==> config.mk <==
export PLATFORM = sky130hd
export DESIGN_NAME = vga_sync_gen_flat
export DESIGN_NICKNAME = d
export VERILOG_FILES = /design/src/rtl/vga_sync_gen_if.sv /design/src/rtl/vga_sync_gen.sv /design/src/flat_wrapper.sv
export SDC_FILE = /design/constraint.sdc
export NUM_CORES = 1
export LEC_CHECK = 0
export BUFFER_PORTS_ARGS = -buffer_cell sky130_fd_sc_hd__buf_2
export CELL_PAD_IN_SITES_DETAIL_PLACEMENT = 1
export CELL_PAD_IN_SITES_GLOBAL_PLACEMENT = 2
export CORE_ASPECT_RATIO = 0.75
export CORE_MARGIN = 2
export CORE_UTILIZATION = 35
export DETAILED_ROUTE_END_ITERATION = 16
export PLACE_DENSITY = 0.8
export SLEW_MARGIN = 0
export SYNTH_ARGS = -nofsm -noshare
export SYNTH_HDL_FRONTEND = slang
export SYNTH_SLANG_ARGS = --single-unit
==> constraint.sdc <==
create_clock -name clk -period 6.37 [get_ports clk]
set_input_delay 0.637 -clock clk [delete_from_list [all_inputs] [get_ports clk]]
set_output_delay 0.637 -clock clk [all_outputs]
set_load 0.005 [all_outputs]
==> src/rtl/vga_sync_gen_if.sv <==
`default_nettype none
// ============================================================================
//  Module      : vga_sync_gen_if
//  Description : Raster timing bus from the sync generator to the window and
//                pixel-fetch logic.
//  Revision    : 1.0  initial release
// ============================================================================
interface vga_sync_gen_if;
    logic        pix_en;
    logic [10:0] hc;
    logic [10:0] vc;
    logic        hsync;
    logic        vsync;
    logic        blank;
    logic        line_start;
    logic        frame_start;

    modport master (
        output pix_en, hc, vc, hsync, vsync, blank, line_start, frame_start
    );

    modport slave (
        input  pix_en, hc, vc, hsync, vsync, blank, line_start, frame_start
    );
endinterface
`default_nettype wire

==> src/rtl/vga_sync_gen.sv <==
`default_nettype none
// ============================================================================
//  Module      : vga_sync_gen
//  Description : VGA raster timing generator: pixel divider, hc/vc counters,
//                horizontal/vertical phase FSMs, sync, blank and start pulses.
//  Revision    : 1.0  initial release
// ============================================================================
module vga_sync_gen #(
    parameter int H_VISIBLE = 1024,
    parameter int H_FP      = 24,
    parameter int H_SYNC    = 136,
    parameter int H_BP      = 160,
    parameter int V_VISIBLE = 768,
    parameter int V_FP      = 3,
    parameter int V_SYNC    = 6,
    parameter int V_BP      = 29,
    parameter bit HSYNC_POL = 1'b0,
    parameter bit VSYNC_POL = 1'b0,
    parameter int CLK_DIV   = 1
) (
    input  wire logic          clk,
    input  wire logic          rst,
    vga_sync_gen_if.master     bus
);

    localparam int c_H_TOTAL = H_VISIBLE + H_FP + H_SYNC + H_BP;
    localparam int c_V_TOTAL = V_VISIBLE + V_FP + V_SYNC + V_BP;

    localparam logic [10:0] c_H_ACT_LAST  = 11'(H_VISIBLE - 1);
    localparam logic [10:0] c_H_FP_LAST   = 11'(H_VISIBLE + H_FP - 1);
    localparam logic [10:0] c_H_SYNC_LAST = 11'(H_VISIBLE + H_FP + H_SYNC - 1);
    localparam logic [10:0] c_H_LAST      = 11'(c_H_TOTAL - 1);
    localparam logic [10:0] c_V_ACT_LAST  = 11'(V_VISIBLE - 1);
    localparam logic [10:0] c_V_FP_LAST   = 11'(V_VISIBLE + V_FP - 1);
    localparam logic [10:0] c_V_SYNC_LAST = 11'(V_VISIBLE + V_FP + V_SYNC - 1);
    localparam logic [10:0] c_V_LAST      = 11'(c_V_TOTAL - 1);

    localparam int                 c_DIV_W    = (CLK_DIV > 1) ? $clog2(CLK_DIV) : 1;
    localparam logic [c_DIV_W-1:0] c_DIV_LAST = c_DIV_W'(CLK_DIV - 1);

    // Every phase must be at least one unit long or the phase FSMs skip a state.
    if (c_H_TOTAL > 2048 || c_V_TOTAL > 2048 || CLK_DIV < 1 ||
        H_VISIBLE < 1 || H_FP < 1 || H_SYNC < 1 || H_BP < 1 ||
        V_VISIBLE < 1 || V_FP < 1 || V_SYNC < 1 || V_BP < 1) begin : g_bad_timing
        $error("vga_sync_gen: illegal timing parameters");
    end

    typedef enum logic [1:0] {
        PH_ACTIVE = 2'd0,
        PH_FP     = 2'd1,
        PH_SYNC   = 2'd2,
        PH_BP     = 2'd3
    } phase_t;

    logic [c_DIV_W-1:0] r_div_cnt;
    logic               r_pix_en;
    logic [10:0]        r_hc;
    logic [10:0]        r_vc;
    phase_t             r_h_phase;
    phase_t             r_v_phase;
    logic               r_hsync;
    logic               r_vsync;
    logic               r_blank;
    logic               r_line_start;
    logic               r_frame_start;

    logic               w_h_wrap;
    logic               w_v_last;
    logic [10:0]        w_hc_nxt;
    logic [10:0]        w_vc_nxt;
    phase_t             w_h_phase_nxt;
    phase_t             w_v_phase_nxt;

    assign w_h_wrap = r_pix_en && (r_hc == c_H_LAST);
    assign w_v_last = (r_vc == c_V_LAST);

    always_comb begin
        w_hc_nxt = r_hc;
        w_vc_nxt = r_vc;
        if (r_pix_en) begin
            w_hc_nxt = (r_hc == c_H_LAST) ? 11'd0 : r_hc + 11'd1;
        end
        if (w_h_wrap) begin
            w_vc_nxt = w_v_last ? 11'd0 : r_vc + 11'd1;
        end
    end

    // Phase transitions fire on the tick that moves a counter onto a boundary.
    always_comb begin
        w_h_phase_nxt = r_h_phase;
        if (r_pix_en) begin
            case (r_h_phase)
                PH_ACTIVE: if (r_hc == c_H_ACT_LAST)  w_h_phase_nxt = PH_FP;
                PH_FP:     if (r_hc == c_H_FP_LAST)   w_h_phase_nxt = PH_SYNC;
                PH_SYNC:   if (r_hc == c_H_SYNC_LAST) w_h_phase_nxt = PH_BP;
                PH_BP:     if (r_hc == c_H_LAST)      w_h_phase_nxt = PH_ACTIVE;
                default:                              w_h_phase_nxt = PH_ACTIVE;
            endcase
        end
    end

    always_comb begin
        w_v_phase_nxt = r_v_phase;
        if (w_h_wrap) begin
            case (r_v_phase)
                PH_ACTIVE: if (r_vc == c_V_ACT_LAST)  w_v_phase_nxt = PH_FP;
                PH_FP:     if (r_vc == c_V_FP_LAST)   w_v_phase_nxt = PH_SYNC;
                PH_SYNC:   if (r_vc == c_V_SYNC_LAST) w_v_phase_nxt = PH_BP;
                PH_BP:     if (r_vc == c_V_LAST)      w_v_phase_nxt = PH_ACTIVE;
                default:                              w_v_phase_nxt = PH_ACTIVE;
            endcase
        end
    end

    // Outputs are registered from next-state values so they line up with hc/vc.
    always_ff @(posedge clk) begin
        if (rst) begin
            r_div_cnt     <= '0;
            r_pix_en      <= 1'b0;
            r_hc          <= 11'd0;
            r_vc          <= 11'd0;
            r_h_phase     <= PH_ACTIVE;
            r_v_phase     <= PH_ACTIVE;
            r_hsync       <= ~HSYNC_POL;
            r_vsync       <= ~VSYNC_POL;
            r_blank       <= 1'b0;
            r_line_start  <= 1'b0;
            r_frame_start <= 1'b0;
        end else begin
            r_div_cnt     <= (r_div_cnt == c_DIV_LAST) ? '0 : r_div_cnt + 1'b1;
            r_pix_en      <= (r_div_cnt == c_DIV_LAST);
            r_hc          <= w_hc_nxt;
            r_vc          <= w_vc_nxt;
            r_h_phase     <= w_h_phase_nxt;
            r_v_phase     <= w_v_phase_nxt;
            r_hsync       <= (w_h_phase_nxt == PH_SYNC) ? HSYNC_POL : ~HSYNC_POL;
            r_vsync       <= (w_v_phase_nxt == PH_SYNC) ? VSYNC_POL : ~VSYNC_POL;
            r_blank       <= (w_h_phase_nxt != PH_ACTIVE) || (w_v_phase_nxt != PH_ACTIVE);
            r_line_start  <= w_h_wrap;
            r_frame_start <= w_h_wrap && w_v_last;
        end
    end

    assign bus.pix_en      = r_pix_en;
    assign bus.hc          = r_hc;
    assign bus.vc          = r_vc;
    assign bus.hsync       = r_hsync;
    assign bus.vsync       = r_vsync;
    assign bus.blank       = r_blank;
    assign bus.line_start  = r_line_start;
    assign bus.frame_start = r_frame_start;

endmodule
`default_nettype wire

==> src/flat_wrapper.sv <==
// flat-port wrapper written by rule: the top's interface ports become plain ports
module vga_sync_gen_flat 
#(
    parameter int H_VISIBLE = 1024,
    parameter int H_FP      = 24,
    parameter int H_SYNC    = 136,
    parameter int H_BP      = 160,
    parameter int V_VISIBLE = 768,
    parameter int V_FP      = 3,
    parameter int V_SYNC    = 6,
    parameter int V_BP      = 29,
    parameter bit HSYNC_POL = 1'b0,
    parameter bit VSYNC_POL = 1'b0,
    parameter int CLK_DIV   = 1
)
  (clk, rst, bus_pix_en, bus_hc, bus_vc, bus_hsync, bus_vsync, bus_blank, bus_line_start, bus_frame_start);
  vga_sync_gen_if bus_i ();
  input  wire logic clk;
  input  wire logic rst;
  output wire logic [$bits(bus_i.pix_en)-1:0] bus_pix_en;
  output wire logic [$bits(bus_i.hc)-1:0] bus_hc;
  output wire logic [$bits(bus_i.vc)-1:0] bus_vc;
  output wire logic [$bits(bus_i.hsync)-1:0] bus_hsync;
  output wire logic [$bits(bus_i.vsync)-1:0] bus_vsync;
  output wire logic [$bits(bus_i.blank)-1:0] bus_blank;
  output wire logic [$bits(bus_i.line_start)-1:0] bus_line_start;
  output wire logic [$bits(bus_i.frame_start)-1:0] bus_frame_start;
  assign bus_pix_en = bus_i.pix_en;
  assign bus_hc = bus_i.hc;
  assign bus_vc = bus_i.vc;
  assign bus_hsync = bus_i.hsync;
  assign bus_vsync = bus_i.vsync;
  assign bus_blank = bus_i.blank;
  assign bus_line_start = bus_i.line_start;
  assign bus_frame_start = bus_i.frame_start;
  vga_sync_gen #(.H_VISIBLE(H_VISIBLE), .H_FP(H_FP), .H_SYNC(H_SYNC), .H_BP(H_BP), .V_VISIBLE(V_VISIBLE), .V_FP(V_FP), .V_SYNC(V_SYNC), .V_BP(V_BP), .HSYNC_POL(HSYNC_POL), .VSYNC_POL(VSYNC_POL), .CLK_DIV(CLK_DIV)) u_core (.clk(clk), .rst(rst), .bus(bus_i));
endmodule
==> results of run 1 <==
worst reg2reg max path: cells and delay by family, from the launching register on:
family	cells	cell delay, ps
AO/OA/AOI/OAI	1	360
AND/OR/NAND/NOR	4	1220
flip-flops	1	410
buffers and inverters	1	240
adder cells (fa/ha/maj)	1	200
synth_stat cells (2+ instances only):
cell / instances / area share
a21oi_1: 3 / 0.0098
and3_1: 5 / 0.020
and4_1: 2 / 0.011
clkbuf_1: 4 / 0.0098
dfxtp_1: 33 / 0.43
ha_1: 6 / 0.049
inv_1: 3 / 0.0073
nand2_1: 12 / 0.029
nand2b_1: 2 / 0.0081
nand3_1: 7 / 0.023
nand4_1: 12 / 0.049
nor2_1: 33 / 0.081
nor4_1: 3 / 0.012
xnor2_1: 7 / 0.040
xor2_1: 11 / 0.063
metal layers:
| metal | up-vias | global-route usage |
|---|---|---|
| li1 | 659 | - |
| met1 | 634 | 0.266 |
| met2 | 35 | 0.245 |
| met3 | 8 | 0.0469 |
| met4 | 0 | 0.0920 |
| met5 | - | 0 |
metrics by stage:
stage	setup slack (ps)	hold slack (ps)	cell area, sq um	cells	utilization
floorplan	4130	368	1540	170	-
global placement	3950	379	1740	250	0.421
detailed placement	3840	377	1740	250	0.421
CTS	3830	387	1840	258	0.445
global route	3620	399	1840	258	0.445
finish	3820	384	1840	258	0.445
sequential cells by signal, indices dropped and copies added, names as in the netlist:
name	flops
u_core.bus.pix_en	1
u_core.bus.hc	11
u_core.r_v_phase	2
u_core.bus.blank	1
u_core.bus.frame_start	1
u_core.bus.vc	11
u_core.r_h_phase	2
u_core.bus.line_start	1
u_core.bus.hsync	1
u_core.r_div_cnt	1
u_core.bus.vsync	1
power breakdown:
| part | total, W | internal [W] | switching [W] |
|---|---|---|---|
| logic | 0.00000773 | 0.00000287 | 0.00000486 |
| clock network | 0.000176 | 0.0000976 | 0.0000781 |
| registers | 0.000210 | 0.000208 | 0.00000213 |
| total | 0.000393 | 0.000308 | 0.0000851 |
path summary, 6_finish.rpt:
path	startpoint	endpoint	slack (ps)
min	u_core.r_div_cnt$_SDFF_PP0_	u_core.bus.pix_en$_SDFF_PP0_	380
max	u_core.bus.hc[0]$_SDFFE_PP0P_	u_core.bus.vsync$_SDFF_PP1_	3820
min reg2reg	u_core.r_div_cnt$_SDFF_PP0_	u_core.bus.pix_en$_SDFF_PP0_	380
max reg2reg	u_core.bus.hc[0]$_SDFFE_PP0P_	u_core.bus.vsync$_SDFF_PP1_	3820
layout make-up:
type / count / share of cell area
Multi-Input combinational cell: 129 / 0.459
Sequential cell: 33 / 0.359
Timing Repair Buffer: 30 / 0.0830
Clock buffer: 7 / 0.0524
Tap cell: 55 / 0.0374
Inverter: 3 / 0.00613
Clock inverter: 1 / 0.00272
kinds of logic (layout without fill, tap and decap cells):
logic type / after synthesis / in the layout / share of synthesized area
compound gates: 13 / 13 / 0.0734
xor+xnor: 18 / 18 / 0.103
fa+ha+maj: 6 / 6 / 0.0489
buf+inv: 8 / 41 / 0.0204
flops: 33 / 33 / 0.430
mux: 1 / 1 / 0.00652
other cells: 1 / 1 / 0.00244
simple gates: 90 / 90 / 0.315
==> key figures, run 1 <==
Global route
  – Largest net degree at the start of global routing: 15
  – Initial antenna violation count: 0
  – Global-route wire length before repair: 6530 microns
  – Gr usage total: 0.181
  – GRT overflow: 0
  – Vias in the first global route: roughly 1300

Layout
  – Register area: 661 sq um
  – Area delta synth->final: 19.7%
  – Share of layout cells above drive strength 1: 0.222
  – Nets: 210
  – Multi-input logic area: 843 sq um
  – Most frequent cells in the layout: 33 x nor2_1, 33 x dfxtp_1, 29 x buf_2
  – Inserted Diodes: 0
  – Fillers: 510

CTS
  – Worst-Skew Late Latency: 290 ps
  – CTS Buffer Depth: 2
  – CTS Buf Count: 5
  – Number of setup buffers added after CTS: 0
  – Htree depth: 2
  – Worst-path clk slew: 70 ps
  – # clock sinks: 33
  – CTS tree: done
  – Post-CTS sizing: 0
  – Hold-fix buffers, CTS: 0
  – Root buf cell: clkbuf_8

Synthesis
  – Post-Syn Area: 1540 sq um
  – Syn nets: between 150 and 200
  – Seq/Total Area, Yosys: 0.430
  – FFs w/ async S/R, synth: 0
  – Cell variety after synth: 42
  – Ys Warns: 0
  – Seq cells post-synth: 33
  – Most used DFF post-synth: dfxtp_1
  – Post-synth EDFFs: 0
  – Post-synthesis cell count: 170
  – Syn Area/Cell: 9.03 sq um

Setup path
  – Startpoint types: flop
  – Worst path depth: 7
  – Sum of buffers and inverters on the critical path: 1
  – Critical path class: flop to flop
  – Worst r2r path cells: 7
  – Worst path slowest cell: or3b_2
  – Critical Path AT: around 2700 ps
  – Crit end category: flop
  – Worst EP required: 6540 ps
  – Critical-path cell list: ha_1 > nand4_1 > nor4_2 > buf_4 > nand3_1 > a22oi_1 > or3b_2
  – Max incr delay on CP: 480 ps
  – Worst-path maximum fanout: 14
  – CP top delay family: simple AND/OR/NAND/NOR gates

Drt
  – Final ANT Viol Nets: 0
  – DR vias: between 1000 and 1500
  – DR WL/cell: about 15 microns
  – Routed WL: 3980 microns
  – Drt first-iter violations: 82
  – Vias/cell: 5.18
  – Metal2 WL: 1600 microns
  – DR top layer: met4
  – 1st-pass router iterations: 6
  – WL met1: 2100 microns
  – Routed wl met3: 207 microns
  – # DRC: 0

Place
  – # port buffers: 29
  – Final HPWL DP: 2830 microns
  – Placer congestion estimate: ~0.75

Timing
  – Final worst-path cycle share: 0.400
  – Setup tns final: 0 ps
  – RSZ-0062 raised after global routing: no
  – Worst Tran Pin Value: 623 ps
  – Slew Viols, Final: 0
  – Layout Skew: around 5.2 ps
  – Final hold vios: 0
  – Finish-stage setup viols: 0
  – Minimum clock period: roughly 2500 ps
  – Worst slew margin: 0.579
  – F_max: 393 MHz

Run status
  – Outcome: finished, final reports clean

Floorplanning
  – Ports: 30
  – Starting density of the core: 0.372
  – Die ar.: 4940 sq um
  – Rows: 20
  – DIE HEIGHT: 61.4 microns
  – Die width: around 80 microns
  – Core Box Area: 4130 sq um

Worst hold path
  – Worst min-delay path class: flop to flop
  – Hold Path Depth: 1

Pwr
  – PwrDens: between 200 and 250 nW/um^2
  – Peak VDD IR: 99.6 uV
  – Leakage power: ~0.74 nW
  – Pwr Total: 0.000393 W

Job
  – Max Cap Violations: 0
Power figures use the tool's default switching activity.
==> inputs of run 2 (changes only) <==
CORE_UTILIZATION = 32   (was 35)
PLACE_DENSITY = 0.74   (was 0.8)
clock period = 2.4 ns   (was 6.37 ns; I/O delays follow)
==> run 2 against run 1 <==
Compared with the run above:
- setup slack got worse by 3700 ps
- routed wire length rose by 7.0%
- clock skew rose by 3.0 ps
- largest cell class unchanged
- via count rose by 3.4%
- critical path type unchanged
- design area rose by 6.7%
- largest power group unchanged
- sequential share of layout area fell by 2.2 points
- clock-buffer cell count fell by 2
- register-to-register slack got worse by 3700 ps
- first-iteration DRC count fell by 8.5%
==> key figures, run 2 (synthesis results as in run 1) <==
CTS
  – Worst-Skew Late Latency: 280 ps (about the same)
  – CTS Buf Count: 5 (unchanged)
  – # clock sinks: 33 (unchanged)
  – Number of setup buffers added after CTS: 0 (unchanged)
  – CTS tree: done
  – Worst-path clk slew: 70 ps (about the same)
  – Hold-fix buffers, CTS: 0 (unchanged)
  – Htree depth: 2 (unchanged)
  – CTS Buffer Depth: 2 (unchanged)
  – Root buf cell: clkbuf_8

Pwr
  – Reg power frac: 0.574 (+0.040)
  – Peak VDD IR: 248 uV (+150%)
  – Pint: 0.000756 W (+150%)
  – Leakage power: 0.816 nW (+9.6%)
  – Sw frac: 0.217 (+0.000440)
  – PwrDens: 493 nW/um^2 (+130%)
  – Switch Pwr: 0.000209 W (+150%)
  – Pwr Total: 0.000966 W (+150%)
  – Clock network fraction of design power: 0.393 (-0.054)
  – Logic pwr share: 0.034 (+0.014)

Place
  – Placer congestion estimate: 0.764 (+1.8%)
  – # port buffers: 29 (unchanged)
  – Final HPWL DP: 3170 microns (+12%)

Timing
  – F_max: 433 MHz (+10%)
  – Finish-stage setup viols: 0 (unchanged)
  – Final worst-path cycle share: 0.962 (+0.562)
  – RSZ-0062 raised after global routing: no
  – Layout Skew: 8.22 ps (+3.01 ps)
  – Setup tns final: 0 ps (unchanged)
  – Worst slew margin: 0.655 (+0.0760)
  – Final hold vios: 0 (unchanged)
  – Worst Tran Pin Value: 512 ps (-110 ps)
  – Slew Viols, Final: 0 (unchanged)
  – Minimum clock period: 2310 ps (-238 ps)

Drt
  – Routed WL: 4260 microns (+7.0%)
  – Drt first-iter violations: 75 (-8.5%)
  – Metal2 WL: 1850 microns (+15%)
  – Final ANT Viol Nets: 0 (unchanged)
  – 1st-pass router iterations: 4 (-2)
  – DR top layer: met4
  – Routed wl met3: 181 microns (-13%)
  – # DRC: 0 (unchanged)
  – DR WL/cell: 15.8 microns (+2.2%)
  – Vias/cell: 5.12 (-1.2%)
  – DR vias: 1382 (+3.4%)
  – WL met1: 2200 microns (+4.8%)

Layout
  – Fillers: 549 (+7.6%)
  – Area delta synth->final: 27.7%
  – Most frequent cells in the layout: 33 x nor2_1, 33 x dfxtp_1, 29 x buf_2
  – Share of layout cells above drive strength 1: 0.282 (+0.0600)
  – Inserted Diodes: 0 (unchanged)
  – Layout Utilization: 0.431 (-0.0138)
  – Nets: 222 (+5.7%)

Floorplanning
  – Ports: 30 (unchanged)
  – DIE HEIGHT: 64.0 microns (+4.3%)
  – Starting density of the core: 0.338 (-0.0341)
  – Rows: 21 (+5.0%)
  – Core Box Area: 4550 sq um (+10%)
  – Die ar.: 5370 sq um (+8.8%)
  – Die width: 84.0 microns (+4.4%)

Global route
  – Gr usage total: 0.169 (-0.0129)
  – Global-route wire length before repair: 7200 microns (+10%)
  – Largest net degree at the start of global routing: 15 (unchanged)
  – Initial antenna violation count: 0 (unchanged)
  – GRT overflow: 0 (unchanged)
  – Vias in the first global route: 1466 (+13%)

Job
  – Max Cap Violations: 0 (unchanged)

Setup path
  – Worst-path maximum fanout: 4 (-10)
  – Crit end category: flop
  – Critical path class: flop to flop
  – Worst EP required: 2600 ps (-3940 ps)
  – Critical Path AT: 2510 ps (-200 ps)
  – Startpoint types: flop

Run status
  – Outcome: finished, final reports clean

Worst hold path
  – Worst min-delay path class: input port to flop
-- run 2: worst max-delay path: stages (launching register included) --
cell and delay, ps:
dfxtp_1 380, or3b_4 420, or4b_1 530, o311a_1 360, or3_4 380, a41oi_2 160
-- run 2: worst paths after layout --
kind	start	slack, ps	cells after the start	to
min	rst	290	2	u_core.bus.pix_en$_SDFF_PP0_
min reg2reg	u_core.r_div_cnt$_SDFF_PP0_	390	1	u_core.bus.pix_en$_SDFF_PP0_
max reg2reg	u_core.bus.hc[10]$_SDFFE_PP0P_	90	5	u_core.bus.blank$_SDFF_PP0_
max	u_core.bus.hc[10]$_SDFFE_PP0P_	90	5	u_core.bus.blank$_SDFF_PP0_
-- run 2: final cells by class --
type / instances / area (sq um) / share of cell area
multi-input cells: 129 / 888 / 0.453
flip-flops and latches: 33 / 661 / 0.337
repair buffers: 42 / 255 / 0.130
well taps: 57 / 71.3 / 0.0364
clock buffers: 5 / 68.8 / 0.0351
inverters: 3 / 11.3 / 0.00574
clock inverters: 1 / 5.00 / 0.00255
-- run 2: timing repair --
action	4_1_cts	5_1_grt
setup endpoints to repair	0	13
endpoints found under the hold margin	0	0
gates resized for setup	0	7
-- run 2: per-stage QoR --
| step | instance area, sq um | std cells | setup slack (ps) | hold slack [ps] |
|---|---|---|---|---|
| after floorplan | 1540 | 170 | 156 | 344 |
| after detailed placement | 1840 | 264 | 74.9 | 382 |
| after global placement | 1840 | 264 | 143 | 375 |
| after global routing | 1960 | 270 | 7.37 | 307 |
| after CTS | 1920 | 270 | 52.7 | 298 |
| final | 1960 | 270 | 91.9 | 293 |
-- run 2: power by group through the flow --
stage	combinational [W]	clock [W]	sequential [W]
after floorplan	0.0000146	0	0.000567
after global placement	0.0000307	0	0.000566
after detailed placement	0.0000321	0	0.000567
after CTS	0.0000324	0.000392	0.000554
after global routing	0.0000361	0.000422	0.000554
final	0.0000324	0.000379	0.000554
-- run 2: metal layers --
| layer | GRT usage | vias to the layer above |
|---|---|---|
| li1 | - | 682 |
| met3 | 0.0478 | 4 |
| met4 | 0.0444 | 0 |
| met5 | 0 | - |
| met1 | 0.241 | 666 |
| met2 | 0.249 | 30 |
